`config.mk`:
```
export PLATFORM = sky130hd
export DESIGN_NAME = multicycle_controller
export DESIGN_NICKNAME = d
export VERILOG_FILES = /design/src/rtl/multicycle_controller.sv
export SDC_FILE = /design/constraint.sdc
export NUM_CORES = 1
export LEC_CHECK = 0
export BUFFER_PORTS_ARGS = -buffer_cell sky130_fd_sc_hd__buf_2
export CAP_MARGIN = 30
export CORE_MARGIN = 2
export CORE_UTILIZATION = 40
export CTS_CLUSTER_SIZE = 40
export DETAILED_ROUTE_END_ITERATION = 6
export GPL_ROUTABILITY_DRIVEN = 0
export GPL_TIMING_DRIVEN = 0
export PLACE_DENSITY = 0.82
export SLEW_MARGIN = 20
export SYNTH_ARGS = -nofsm -noshare
export SYNTH_HDL_FRONTEND = slang
export SYNTH_SLANG_ARGS = --single-unit
```
`constraint.sdc`:
```
create_clock -name i_clk -period 1.3 [get_ports i_clk]
set_input_delay 0 -clock i_clk [delete_from_list [all_inputs] [get_ports i_clk]]
set_output_delay 0 -clock i_clk [all_outputs]
set_load 0.05 [all_outputs]
```
`src/rtl/multicycle_controller.sv`:
```
// multicycle_controller: main control FSM for the multicycle RV32I core
module multicycle_controller (
    input  logic       i_clk,
    input  logic       i_rst,
    input  logic [6:0] i_opcode,
    input  logic [2:0] i_funct3,
    input  logic       i_funct7b5,
    input  logic       i_zero,
    input  logic       i_mem_ready,
    output logic       o_PCWrite,
    output logic       o_AdrSrc,
    output logic       o_MemWrite,
    output logic       o_IRWrite,
    output logic       o_RegWrite,
    output logic [1:0] o_ResultSrc,
    output logic [1:0] o_ALUSrcA,
    output logic [1:0] o_ALUSrcB,
    output logic [2:0] o_ALUControl,
    output logic [2:0] o_ImmSrc
);
    typedef enum logic [3:0] {
        FETCH, DECODE, MEMADR, MEMREAD, MEMWB, MEMWRITE,
        EXECR, EXECI, ALUWB, BRANCH, JAL, LUI
    } state_t;

    localparam logic [6:0] OP_LW  = 7'b0000011;
    localparam logic [6:0] OP_SW  = 7'b0100011;
    localparam logic [6:0] OP_R   = 7'b0110011;
    localparam logic [6:0] OP_I   = 7'b0010011;
    localparam logic [6:0] OP_BR  = 7'b1100011;
    localparam logic [6:0] OP_JAL = 7'b1101111;
    localparam logic [6:0] OP_LUI = 7'b0110111;

    state_t     state, next;
    logic [2:0] alu_dec;

    // state register; reset abandons any instruction in flight
    always_ff @(posedge i_clk or posedge i_rst)
        if (i_rst) state <= FETCH;
        else       state <= next;

    // next-state sequencing, memory states hold until ready
    always_comb begin
        next = FETCH;
        case (state)
            FETCH:    next = i_mem_ready ? DECODE : FETCH;
            DECODE:   next = (i_opcode == OP_LW || i_opcode == OP_SW) ? MEMADR :
                             (i_opcode == OP_R)   ? EXECR  :
                             (i_opcode == OP_I)   ? EXECI  :
                             (i_opcode == OP_BR)  ? BRANCH :
                             (i_opcode == OP_JAL) ? JAL    :
                             (i_opcode == OP_LUI) ? LUI    : FETCH;
            MEMADR:   next = (i_opcode == OP_SW) ? MEMWRITE : MEMREAD;
            MEMREAD:  next = i_mem_ready ? MEMWB : MEMREAD;
            MEMWRITE: next = i_mem_ready ? FETCH : MEMWRITE;
            EXECR, EXECI, JAL, LUI: next = ALUWB;
            default:  next = FETCH;
        endcase
    end

    // ALU op from funct3; bit30 selects sub only for register-register ops
    always_comb
        alu_dec = (i_funct3 == 3'b010) ? 3'b101 :
                  (i_funct3 == 3'b110) ? 3'b011 :
                  (i_funct3 == 3'b111) ? 3'b010 :
                  (i_funct3 == 3'b000 && state == EXECR && i_funct7b5) ? 3'b001 : 3'b000;

    // immediate format follows the opcode regardless of state
    always_comb
        o_ImmSrc = (i_opcode == OP_SW)  ? 3'b001 :
                   (i_opcode == OP_BR)  ? 3'b010 :
                   (i_opcode == OP_JAL) ? 3'b011 :
                   (i_opcode == OP_LUI) ? 3'b100 : 3'b000;

    // per-state datapath controls; reset kills every write enable at once
    always_comb begin
        o_PCWrite    = 1'b0;
        o_AdrSrc     = 1'b0;
        o_MemWrite   = 1'b0;
        o_IRWrite    = 1'b0;
        o_RegWrite   = 1'b0;
        o_ResultSrc  = 2'b00;
        o_ALUSrcA    = 2'b00;
        o_ALUSrcB    = 2'b00;
        o_ALUControl = 3'b000;
        case (state)
            FETCH: begin
                o_ResultSrc = 2'b10;
                o_ALUSrcB   = 2'b10;
                o_IRWrite   = i_mem_ready;
                o_PCWrite   = i_mem_ready;
            end
            DECODE: begin
                o_ALUSrcA = 2'b01;
                o_ALUSrcB = 2'b01;
            end
            MEMADR: begin
                o_ALUSrcA = 2'b10;
                o_ALUSrcB = 2'b01;
            end
            MEMREAD:  o_AdrSrc = 1'b1;
            MEMWB: begin
                o_ResultSrc = 2'b01;
                o_RegWrite  = 1'b1;
            end
            MEMWRITE: begin
                o_AdrSrc   = 1'b1;
                o_MemWrite = 1'b1;
            end
            EXECR: begin
                o_ALUSrcA    = 2'b10;
                o_ALUControl = alu_dec;
            end
            EXECI: begin
                o_ALUSrcA    = 2'b10;
                o_ALUSrcB    = 2'b01;
                o_ALUControl = alu_dec;
            end
            ALUWB:    o_RegWrite = 1'b1;
            BRANCH: begin
                o_ALUSrcA    = 2'b10;
                o_ALUControl = 3'b001;
                o_PCWrite    = (i_funct3 == 3'b000 && i_zero) || (i_funct3 == 3'b001 && !i_zero);
            end
            JAL: begin
                o_ALUSrcA  = 2'b01;
                o_ALUSrcB  = 2'b10;
                o_PCWrite  = 1'b1;
                o_RegWrite = 1'b1;
            end
            LUI:      o_ALUSrcB = 2'b01;
            default: ;
        endcase
        if (i_rst) begin
            o_PCWrite  = 1'b0;
            o_MemWrite = 1'b0;
            o_IRWrite  = 1'b0;
            o_RegWrite = 1'b0;
        end
    end
endmodule
```
* Word level (Yosys, flattened, before mapping)
Index checks and enable logic that the tools add are counted.
** Cells by class
- Equal/unequal tests :: 22
- Mux-type cells :: 32
- Reductions and logical operators :: 17
** Operators with widths (count)
- 3-bit two-way mux :: 8
- 4-bit two-way mux :: 6
- 4-bit one-hot mux with 6 select lines :: 1
- 7-bit by 6-bit == test with 1-bit output (second input constant) :: 3
- 4-bit by 3-bit == test with 1-bit output (second input constant) :: 4
- 4-bit == test (second input constant) :: 4
- 7-bit == test (second input constant) :: 2
- 2-bit one-hot mux with 2 select lines :: 3
- 4-bit OR reduction :: 3
- 1-bit two-way mux :: 10
- 4-bit by 2-bit == test with 1-bit output (second input constant) :: 2
- 2-bit OR reduction :: 4
- 7-bit by 2-bit == test with 1-bit output (second input constant) :: 1
- 7-bit by 5-bit == test with 1-bit output (second input constant) :: 1
- 3-bit == test (second input constant) :: 2
- 3-bit one-hot mux with 2 select lines :: 1
- 4-bit by 1-bit == test with 1-bit output (second input constant) :: 1
- 1-bit logical AND :: 4
- 4-bit zero test :: 1
- 2-bit two-way mux :: 2
- 3-bit by 1-bit == test with 1-bit output (second input constant) :: 1
- 3-bit by 2-bit == test with 1-bit output (second input constant) :: 1
- 3-bit zero test :: 1
- 1-bit one-hot mux with 3 select lines :: 1
- 3 further kinds :: 4
** Word-level totals
- Bits in registers :: 4
- Input bits :: 15
- Output and inout port bits :: 17
- Word-level logic and storage cells :: 72

* Depth between registers and ports, before layout
Gate-level depths: netlist of run 1.
- Word-level depth :: 8
- Gate-level depth with buffers :: 5
- Mapped depth without buffers :: 3

* Worst setup path before layout of run 1
Ideal clock, no wire load.
- Path type :: flip-flop to output port
- From :: register state[2]
- To :: output port o_IRWrite
- Arrival time :: 2.776 ns
- Data required time :: 1.300 ns
- Path slack :: -1.476 ns
- Cell stages (with the launch flop) :: 4
- Buffers on the path :: 1
- Cells stage by stage :: dfrtp_1 > buf_2 > nor4_1 > and3_1
** Between the ends
- Longest elaborated chain between the ends :: 3
** Ends and longest elaborated chain
- start: declaration :: line 34 : state_t state, next;
- start signal: assignment :: line 40 : else state <= next;
- 4-bit zero test :: line 86 : case (state)
- 1-bit two-way mux :: line 86
- 1-bit two-way mux :: line 134 : if (i_rst) begin
- end: declaration :: line 13 : output logic o_IRWrite,
Every way passes these cells.

* Worst setup path after layout of run 1
- From :: register state[0]
- To :: output port o_PCWrite
** Between the ends
- Longest elaborated chain between the ends :: 3
- Elaborated cells between the ends (all ways) :: 5
- Classes of those cells :: 2 x eq/ne; 2 x mux; 1 x reduce/logical
** Ends and longest elaborated chain
- 4-bit == test / 4-bit zero test (equally long branches) :: line 86
- 1-bit one-hot mux with 3 select lines (*) :: line 86
- 1-bit two-way mux (*) :: line 134
- end: declaration :: line 10 : output logic o_PCWrite,
Every way passes the cells marked *; elsewhere a longest branch is shown, timed or not.

==> summary.md, run 1 <==
| Metric | Value |
|---|---|
| Synth area leader | dfrtp_1 |
| Setup WS pre-CTS | -0.2128 ns |
| RSZ-0062 raised after global routing | yes |
| Critical Path Sink Type | output pin |
| Final period util | 130.3% |
| Total gr overflow | 0 |
| Setup TNS | -4.250 ns |
| Length of the first detailed-routing pass in iterations | 4 |
| Kind of critical path | flip-flop to output pin |
| Diodes inserted | 0 |
| CP Cell Sequence | buf_6, nor2b_1, clkbuf_4, nand4_1, a211oi_4, buf_6 |
| Seq pwr share | 10.8% |
| Psw | 0.0006444 W |
| Clk pin slew, worst setup/hold paths | 0.04 ns |
| CP most frequent cell | buf_6 |
| Post-route DRC | 0 |
| Total power | 0.001357 W |
| Synth Warn # | 0 |
| Syn Inst Count | 98 |
| Violated checks | setup timing |
| Power Dens Cells | 943.8 mW/mm^2 |
| Die H | 45.52 um |
| Min-delay src | i_opcode[5] |
| Placed Cells | 142 |
| Internal power | 0.0007124 W |
| Largest registers | state (4) |
| Vias | 1,051 |
| Final Max Tran Viols | 0 |
| Most common cell in the synthesized netlist | nand2_1 |
| Seq/Total Area, Yosys | 14.52% |
| Post-route insts no fill | 167 |
| Routed wire length | 3.426 mm |
| Clock Skew | 0.0006831 ns |
| Slew @ Worst Pin | 0.3867 ns |
| # rows | 14 |
| Number of global-route vias before repair | 916 |
| HP Class | input pin to flip-flop |
| Clk root buf | clkbuf_4 |
| Num CTS Buffers | 3 |
| Top_reg_cell synth | dfrtp_1 |
| CP max stage delay | 0.34 ns |
| CP max-delay cell | dfrtp_1 |
| Area fraction of the dominant cell type after synthesis | 14.52% |
| CP Launch Type | flip-flop |
| Die width | 45.52 um |
| FF-to-FF path depth | 7 |
| Final ANT Viol Nets | 0 |
| Synth-to-layout area growth | 108.5% |
| Flop2flop setup slack | -0.29 ns |
| Worst Hold Path EP | state[3] |
| Largest net degree at the start of global routing | 11 |
| Post-synth EDFFs | 0 |
| Clk buf depth | 2 |
| Fmax | 590.2 MHz |
| Core Area | 0.001559 mm^2 |
| Critical Path RT | 1.30 ns |
| FF+latch count, synth | 4 |
| Clock power share | 12.0% |
| Overall global routing resource usage | 27.50% |
| Nets@finish | 168 |
| Layout cells sized above 1 | 63.58% |
| Number of port buffers | 28 |
| First-pass GRT wire length | 4.112 mm |
| Largest Register | state |
| Asr flop ratio synth | 100.0% |
| Initial DRC Count | 48 |
| Status | finished with violations |
| Sw frac | 47.50% |
| # Max-Cap Violations | 0 |
| Worst slew margin | 74.22% |
| Reg2reg end | state[0] |
| Syn_area_per_cell | 7.035 um^2 |
| Most frequent cells after synthesis | nand2_1, nor2_1, buf_2 |
| IO Pins | 32 |
| WHS Path Cells | 3 |
| Synth area leaders | dfrtp_1, nand2_1, buf_2 |
| Minimum clock period | 1.694 ns |
| CTS HTree Levels | 1 |
| Post-Syn Area | 689.4 um^2 |
| Hold Vio Cnt, Final | 0 |
| Reg2reg start | state[1] |
| Pleak | 0.6718 nW |
| Logic pwr share | 77.3% |
| Synthesized Nets | 113 |
| Sink Count | 4 |
| Final setup violation count | 18 |
| Vias per cell | 6.293 |
| Post-Route Utilization | 92.22% |
| Die area | 0.002072 mm^2 |
| Critical Path AT | 1.69 ns |
| Post-synth cell types | 44 |
| Wire per inst | 20.51 um |
| Setup WS post-layout | -0.3944 ns |
| Initial Util | 44.22% |
| Later-pin clock latency in the skew report | 0.24 ns |
| Dpl hpwl | 1.515 mm |
| Initial antenna violation count | 0 |
| Max reg flops | 4 |
| Critical Path Fanout Max | 8 |
| CTS tree | built |
| Worst IR Drop VDD | 0.6916 mV |
-- worst max-delay path, delay by kind of cell (launching register included) --
kind                   cells  cell delay, ns
buffers and inverters      3            0.52
AO/OA/AOI/OAI              1            0.28
flip-flops                 1            0.34
AND/OR/NAND/NOR            2            0.31
-- cell type report --
class,count,area [um^2]
plain buffers,11,93.84
well taps,16,20.02
inverters,4,15.01
clock buffers,3,22.52
multi-input cells,78,720.7
flip-flops and latches,4,101.3
fillers,52,121.4
repair buffers,51,464.2
-- placed cells by master, fill, tap and decap left out, types with 3 or more instances in the layout --
master,netlist,layout
buf_8,0,5
inv_1,4,3
nor2_1,7,4
nand2_1,9,6
buf_6,1,24
xnor2_1,3,3
buf_4,1,11
buf_2,6,16
o32ai_2,0,3
nand3_1,4,3
dfrtp_1,4,3
clkbuf_4,0,4
-- cell families (layout without fill, tap and decap cells) --
family                 count (synthesis)  count (layout)  synth area share, %
XOR/XNOR                               4               4                5.083
buffers and inverters                 16              69                11.80
flip-flops                             4               4                14.52
AND/OR/NAND/NOR                       51              51                43.38
multiplexers                           2               2                3.085
AO/OA/AOI/OAI                         21              21                22.14
-- power groups by stage --
stage / registers [W] / logic, W / clock network (W)
floorplan: 0.000144 / 0.000527 / 0
global placement: 0.000145 / 0.000639 / 0
detailed placement: 0.000145 / 0.000648 / 0
CTS: 0.000145 / 0.000861 / 0.000161
global route: 0.000147 / 0.00109 / 0.000172
finish: 0.000146 / 0.00105 / 0.000162
-- stage by stage --
| step | cell area (um^2) | hold slack [ns] |
|---|---|---|
| 2_1_floorplan | 814.5 | -0.2203 |
| 3_3_place_gp | 974.7 | -0.03478 |
| 3_5_place_dp | 974.7 | -0.02761 |
| 4_1_cts | 1265 | 0.1004 |
| 5_1_grt | 1438 | 0.1403 |
| 6_report | 1438 | 0.1325 |
-- layer usage --
| layer | up-vias | global-route usage, % | part of all wire (%) |
|---|---|---|---|
| met4 | 0 | 7.647 | 3.0 |
| met2 | 88 | 49.01 | 51 |
| li1 | 463 | - | - |
| met5 | - | 0 | 0 |
| met3 | 14 | 3.571 | 7.6 |
| met1 | 486 | 34.05 | 38 |
-- how the worst max path moves through the flow --
stage	start	end	slack, ns	cells past startpoint
CTS	state[1]	o_PCWrite	-0.36	5
global route	state[1]	o_ALUSrcB[0]	-0.46	7
finish	state[0]	o_PCWrite	-0.39	6
global placement	state[0]	o_PCWrite	-0.20	6
floorplan	state[0]	o_IRWrite	-0.28	3
detailed placement	state[0]	o_PCWrite	-0.21	6
-- what timing repair did --
action / in CTS / in global routing
resized for setup: 53 / 26
pin swaps: 5 / 10
buffers inserted: 9 / 13
endpoints found under the setup margin: 17 / 17
hold buffers: 1 / 0
hold endpoints to repair: 4 / 0
Power figures use the tool's default switching activity.
==> run 2: changes to the inputs <==
CORE_UTILIZATION = 41   (was 40)
PLACE_DENSITY = 0.83   (was 0.82)
REMOVE_ABC_BUFFERS = 1   (was default)
==> summary.md, run 2 (synthesized netlist as in run 1, its figures left out) <==
| Metric | Value |
|---|---|
| Length of the first detailed-routing pass in iterations | 4 (unchanged) |
| Commonest non-fill, non-tap cells in the layout | buf_2, buf_4, buf_6 |
| Max reg flops | 4 (unchanged) |
| Post-Layout Inst Area | 0.001160 mm^2 (-19%) |
| Clk buf depth | 2 (unchanged) |
| Largest net degree at the start of global routing | 14 (+3) |
| Later-pin clock latency in the skew report | 0.24 ns (about the same) |
| Minimum clock period | 1.633 ns (-0.06179 ns) |
| Total gr overflow | 0 (unchanged) |
| CP Cell Sequence | or3b_1, a21o_1, a211oi_2, buf_6 |
| Final ANT Viol Nets | 0 (unchanged) |
| Pleak | 0.5226 nW (-22%) |
| CTS tree | built |
| Post-route DRC | 0 (unchanged) |
| Fmax | 612.5 MHz (+3.8%) |
| Hold Vio Cnt, Final | 0 (unchanged) |
| First-pass GRT wire length | 3.353 mm (-18%) |
| Die width | 45.01 um (-1.1%) |
| Number of global-route vias before repair | 757 (-17%) |
| Post-route insts no fill | 153 (-8.4%) |
| Num CTS Buffers | 3 (unchanged) |
| Worst slew margin | 73.18% (-1.0 points) |
| Setup WS post-layout | -0.3326 ns (+0.06179 ns) |
| # rows | 14 (unchanged) |
| Largest registers | state (4) |
| Violated checks | setup timing |
| Layout cells sized above 1 | 55.47% (-8.1 points) |
| Initial DRC Count | 15 (-69%) |
| CP Launch Type | flip-flop |
| Flop2flop setup slack | -0.21 ns (+0.08 ns) |
| Slew @ Worst Pin | 0.3968 ns (+0.01005 ns) |
| Critical Path Fanout Max | 4 (-4) |
| HP Class | input pin to flip-flop |
| Sink Count | 4 (unchanged) |
| Diodes inserted | 0 (unchanged) |
| Initial Util | 44.72% (+0.50 points) |
| CP Buf/Inv Count | 1 (-2) |
| Kind of critical path | flip-flop to output pin |
| CTS HTree Levels | 1 (unchanged) |
| Vias | 936 (-11%) |
| Core Area | 0.001541 mm^2 (-1.1%) |
| Wire per inst | 16.25 um (-21%) |
| Overall global routing resource usage | 23.25% (-4.3 points) |
| Clk pin slew, worst setup/hold paths | 0.04 ns (about the same) |
| Power Dens Cells | 962.1 mW/mm^2 (+1.9%) |
| Number of port buffers | 31 (+11%) |
| CP max stage delay | 0.42 ns (+0.08 ns) |
| Nets@finish | 154 (-8.3%) |
| Die area | 0.002025 mm^2 (-2.2%) |
| Final period util | 125.6% (-4.8 points) |
| Final setup violation count | 16 (-2) |
| Largest Register | state |
| Vias per cell | 6.118 (-2.8%) |
| CP max-delay cell | dfrtp_2 |
| Area after DPL | 798.3 um^2 (-18%) |
| Synth-to-layout area growth | 68.24% |
| Final Max Tran Viols | 0 (unchanged) |
| Filler cells | 116 (+120%) |
| Critical Path RT | 1.30 ns (about the same) |
| Initial antenna violation count | 0 (unchanged) |
| Delay-heaviest family, CP | flip-flops |
| Status | finished with violations |
| RSZ-0062 raised after global routing | yes |
| Post-Route Utilization | 75.24% (-17 points) |
| # Max-Cap Violations | 0 (unchanged) |
| Routed wire length | 2.487 mm (-27%) |
| Clock Skew | 0.006156 ns (+0.005473 ns) |
| Critical Path AT | 1.63 ns (-0.06 ns) |
| Dpl hpwl | 1.301 mm (-14%) |
| Placed Cells | 133 (-6.3%) |
| WHS | 0.1193 ns (-0.01316 ns) |
| Worst IR Drop VDD | 0.5065 mV (-27%) |
| Critical Path Sink Type | output pin |
| Die H | 45.01 um (-1.1%) |
| Clk root buf | clkbuf_4 |
| IO Pins | 32 (unchanged) |
[run 2: cell count changes in the layout (fill, tap and decap cells not counted), moves of 3 or more]
cell and delta:
buf_6 -14, buf_4 +6, a21oi_1 +3, dfrtp_1 -3, dfrtp_2 +3
[run 2: final timing paths]
path	cells past startpoint	to	start
max reg2reg	5	state[0]	state[1]
min	3	state[3]	i_opcode[5]
min in group asynchronous	3	state[2]	i_rst
max in group asynchronous	3	state[3]	i_rst
min reg2reg	2	state[0]	state[3]
max	4	o_PCWrite	state[3]
[run 2: worst reg2reg max path, stage by stage, from the launching register on]
cell	delay, ns
dfrtp_2	0.43
buf_6	0.13
buf_4	0.14
or2_2	0.31
a32oi_2	0.23
o32ai_1	0.12
[run 2: repair_timing]
item | in CTS | in global routing
hold buffers | 1 | 0
gates resized for setup | 35 | 24
setup buffers | 10 | 6
hold endpoints to repair | 4 | 0
pin swaps | 3 | 2
setup endpoints to repair | 18 | 17
[run 2: per-layer routing]
metal / wire [um] / global-route usage, % / vias to the layer above
li1: - / - / 435
met1: 982 / 26.47 / 458
met2: 1335 / 42.00 / 39
met3: 126 / 0.4000 / 4
met4: 42 / 15.29 / 0
met5: 0 / 0 / -
[run 2: final cells by class]
| class | count | area (um^2) | share of cell area (%) |
|---|---|---|---|
| tap | 16 | 20.02 | 1.726 |
| clock buffer | 3 | 22.52 | 1.942 |
| timing repair buffer | 48 | 380.4 | 32.79 |
| inverter | 4 | 17.52 | 1.510 |
| multi-input combinational | 78 | 614.3 | 52.97 |
| sequential | 4 | 105.1 | 9.062 |
[run 2: where the power goes]
part | leakage, nW | internal, W | switching [W]
Clock | 0.0138 | 0.000104 | 0.0000542
Combinational | 0.461 | 0.000330 | 0.000469
Sequential | 0.0475 | 0.000140 | 0.0000183
Total | 0.523 | 0.000574 | 0.000542
[run 2: stage by stage]
stage               TNS [ns]  total power [W]  setup WS, ns
floorplan             -7.606        0.0005414        -1.457
global placement      -2.741        0.0006580       -0.4837
detailed placement    -3.265        0.0006722       -0.5748
CTS                   -2.064        0.0009891       -0.3261
global route          -3.185         0.001170       -0.3767
finish                -2.405         0.001116       -0.3326
==> run 3: changes to the inputs <==
BUFFER_PORTS_ARGS = default   (was -buffer_cell sky130_fd_sc_hd__buf_2)
CORE_AREA = 2 2 39 41   (was default)
CORE_MARGIN = default   (was 2)
CORE_UTILIZATION = default   (was 41)
DIE_AREA = 0 0 41 43   (was default)
DONT_BUFFER_PORTS = 1   (was default)
PLACE_DENSITY = 0.78   (was 0.83)
==> summary.md, run 3 (synthesized netlist as in run 1, its figures left out) <==
| Metric | Value |
|---|---|
| Status | finished with violations |
| Violated checks | setup timing |
| Reg2reg end | state[0] |
| Synth-to-layout area growth | 73.32% |
| Number of global-route vias before repair | 877 (+16%) |
| Setup WS post-layout | -0.4900 ns (-0.1574 ns) |
| IO Pins | 32 (unchanged) |
| Final Max Tran Viols | 0 (unchanged) |
| Wire per inst | 23.47 um (+44%) |
| Vias per cell | 7.053 (+15%) |
| Overall global routing resource usage | 33.47% (+10 points) |
| CTS tree | built |
| Pleak | 0.4891 nW (-6.4%) |
| Minimum clock period | 1.790 ns (+0.1574 ns) |
| Final ANT Viol Nets | 0 (unchanged) |
| FF-to-FF path depth | 5 (unchanged) |
| Clk buf depth | 2 (unchanged) |
| # rows | 14 (unchanged) |
| Largest net degree at the start of global routing | 16 (+2) |
| Number of port buffers | 0 (-100%) |
| First-pass GRT wire length | 3.919 mm (+17%) |
| Largest registers | state (4) |
| Die width | 41 um (-8.9%) |
| Fmax | 558.7 MHz (-8.8%) |
| Critical Path Sink Type | output pin |
| RSZ-0062 raised after global routing | yes |
| Commonest non-fill, non-tap cell in the layout | buf_4 |
| Hold Vio Cnt, Final | 0 (unchanged) |
| # Max-Cap Violations | 0 (unchanged) |
| Final setup violation count | 18 (+2) |
| Die H | 43 um (-4.5%) |
| Critical path origin | state[3] |
| Diodes inserted | 0 (unchanged) |
| Core Area | 0.001384 mm^2 (-10%) |
| Clk root buf | clkbuf_4 |
| Vias | 938 (+0.21%) |
| Sink Count | 4 (unchanged) |
| Length of the first detailed-routing pass in iterations | 4 (unchanged) |
| Psw | 0.0005807 W (+7.2%) |
| Total gr overflow | 0 (unchanged) |
| Flop2flop setup slack | -0.16 ns (+0.05 ns) |
| Routed wire length | 3.121 mm (+25%) |
| Seq pwr share | 14.1% (about the same) |
| Power Dens Cells | 932.4 mW/mm^2 (-3.1%) |
| Internal power | 0.0005335 W (-7.1%) |
| Die area | 0.001763 mm^2 (-13%) |
| Setup crit end | o_PCWrite |
| Final period util | 137.7% (+12 points) |
| Kind of critical path | flip-flop to output pin |
| Post-route DRC | 0 (unchanged) |
| Worst slew margin | 32.34% (-41 points) |
| Dpl hpwl | 1.244 mm (-4.4%) |
| Critical Path AT | 1.79 ns (+0.16 ns) |
| Area after DPL | 699.4 um^2 (-12%) |
| Critical Path RT | 1.30 ns (about the same) |
| Clock power share | 14.4% (+0.3 points) |
| CTS HTree Levels | 1 (unchanged) |
| Max reg flops | 4 (unchanged) |
| CP Launch Type | flip-flop |
| Slew @ Worst Pin | 1.018 ns (+0.6213 ns) |
| Reg2reg start | state[1] |
| Clock Skew | 0.006511 ns (+0.0003545 ns) |
| Logic pwr share | 71.5% (about the same) |
| Initial antenna violation count | 0 (unchanged) |
| Initial Util | 49.82% (+5.1 points) |
| Commonest non-fill, non-tap cells in the layout | buf_4, buf_6, nand2_1 |
| Worst IR Drop VDD | 0.6943 mV (+37%) |
| Later-pin clock latency in the skew report | 0.24 ns (about the same) |
| Filler cells | 64 (-45%) |
| Clk pin slew, worst setup/hold paths | 0.04 ns (about the same) |
| Critical Path Fanout Max | 3 (-1) |
| Largest Register | state |
| Post-Layout Inst Area | 0.001195 mm^2 (+3.0%) |
| HP Class | input pin to flip-flop |
| Num CTS Buffers | 3 (unchanged) |
| Initial DRC Count | 27 (+12) |
| Setup WS pre-CTS | -0.8643 ns (-0.2895 ns) |
| Nets@finish | 134 (-13%) |
| Sw frac | 52.12% (+3.6 points) |
| Layout cells sized above 1 | 57.26% (+1.8 points) |
-- run 3: how the worst min path moves through the flow --
stage / from / slack, ns / end / cells past startpoint
2_1_floorplan: i_rst / -0.22 / state[0] / 1
3_3_place_gp: i_rst / -0.21 / state[2] / 1
3_5_place_dp: i_rst / -0.21 / state[2] / 1
4_1_cts: i_opcode[5] / 0.01 / state[0] / 2
5_1_grt: i_opcode[5] / -0.01 / state[0] / 2
6_report: i_opcode[5] / 0.02 / state[0] / 2
-- run 3: timing repair --
| action | 4_1_cts | 5_1_grt |
|---|---|---|
| hold endpoints to repair | 6 | 0 |
| resized for setup | 48 | 23 |
| pin swaps | 13 | 17 |
| endpoints found under the setup margin | 18 | 18 |
| buffers inserted | 18 | 4 |
| hold buffers | 4 | 0 |
-- run 3: layer usage --
layer / routed length (um) / GRT usage [%]
met1: 1212 / 35.50
met4: 108 / 18.00
met3: 264 / 8.377
met5: 0 / 0
met2: 1536 / 56.25
-- run 3: worst max-delay path, cell delays in order, from the launching register on --
cell and delay [ns]:
dfrtp_2 0.43, or3b_1 0.38, a21o_1 0.19, a211oi_4 0.54
-- run 3: cell type report --
| type | count | area [um^2] | share of cell area (%) |
|---|---|---|---|
| Multi-Input combinational cell | 78 | 755.7 | 63.25 |
| Inverter | 4 | 15.01 | 1.257 |
| Sequential cell | 4 | 105.1 | 8.796 |
| Timing Repair Buffer | 28 | 276.5 | 23.14 |
| Clock buffer | 3 | 22.52 | 1.885 |
| Tap cell | 16 | 20.02 | 1.675 |
-- run 3: power by group through the flow --
stage	combinational (W)	clock [W]	sequential (W)
finish	0.000796	0.000161	0.000157
global route	0.000819	0.000190	0.000156
CTS	0.000668	0.000156	0.000151
detailed placement	0.000415	0	0.000201
global placement	0.000386	0	0.000191
floorplan	0.000363	0	0.000179
-- run 3: stage by stage --
step           total power [W]  TNS (ns)  utilization [%]  instances  hold WS (ns)
6_report              0.001114    -4.263            86.35        133       0.01852
3_3_place_gp         0.0005772    -10.49            46.47        102       -0.2051
4_1_cts              0.0009758    -3.286            77.67        130       0.01078
3_5_place_dp         0.0006162    -5.830            50.54        105       -0.2069
2_1_floorplan        0.0005414    -7.606                -         86       -0.2235
5_1_grt               0.001164    -5.086            86.35        133      -0.01315
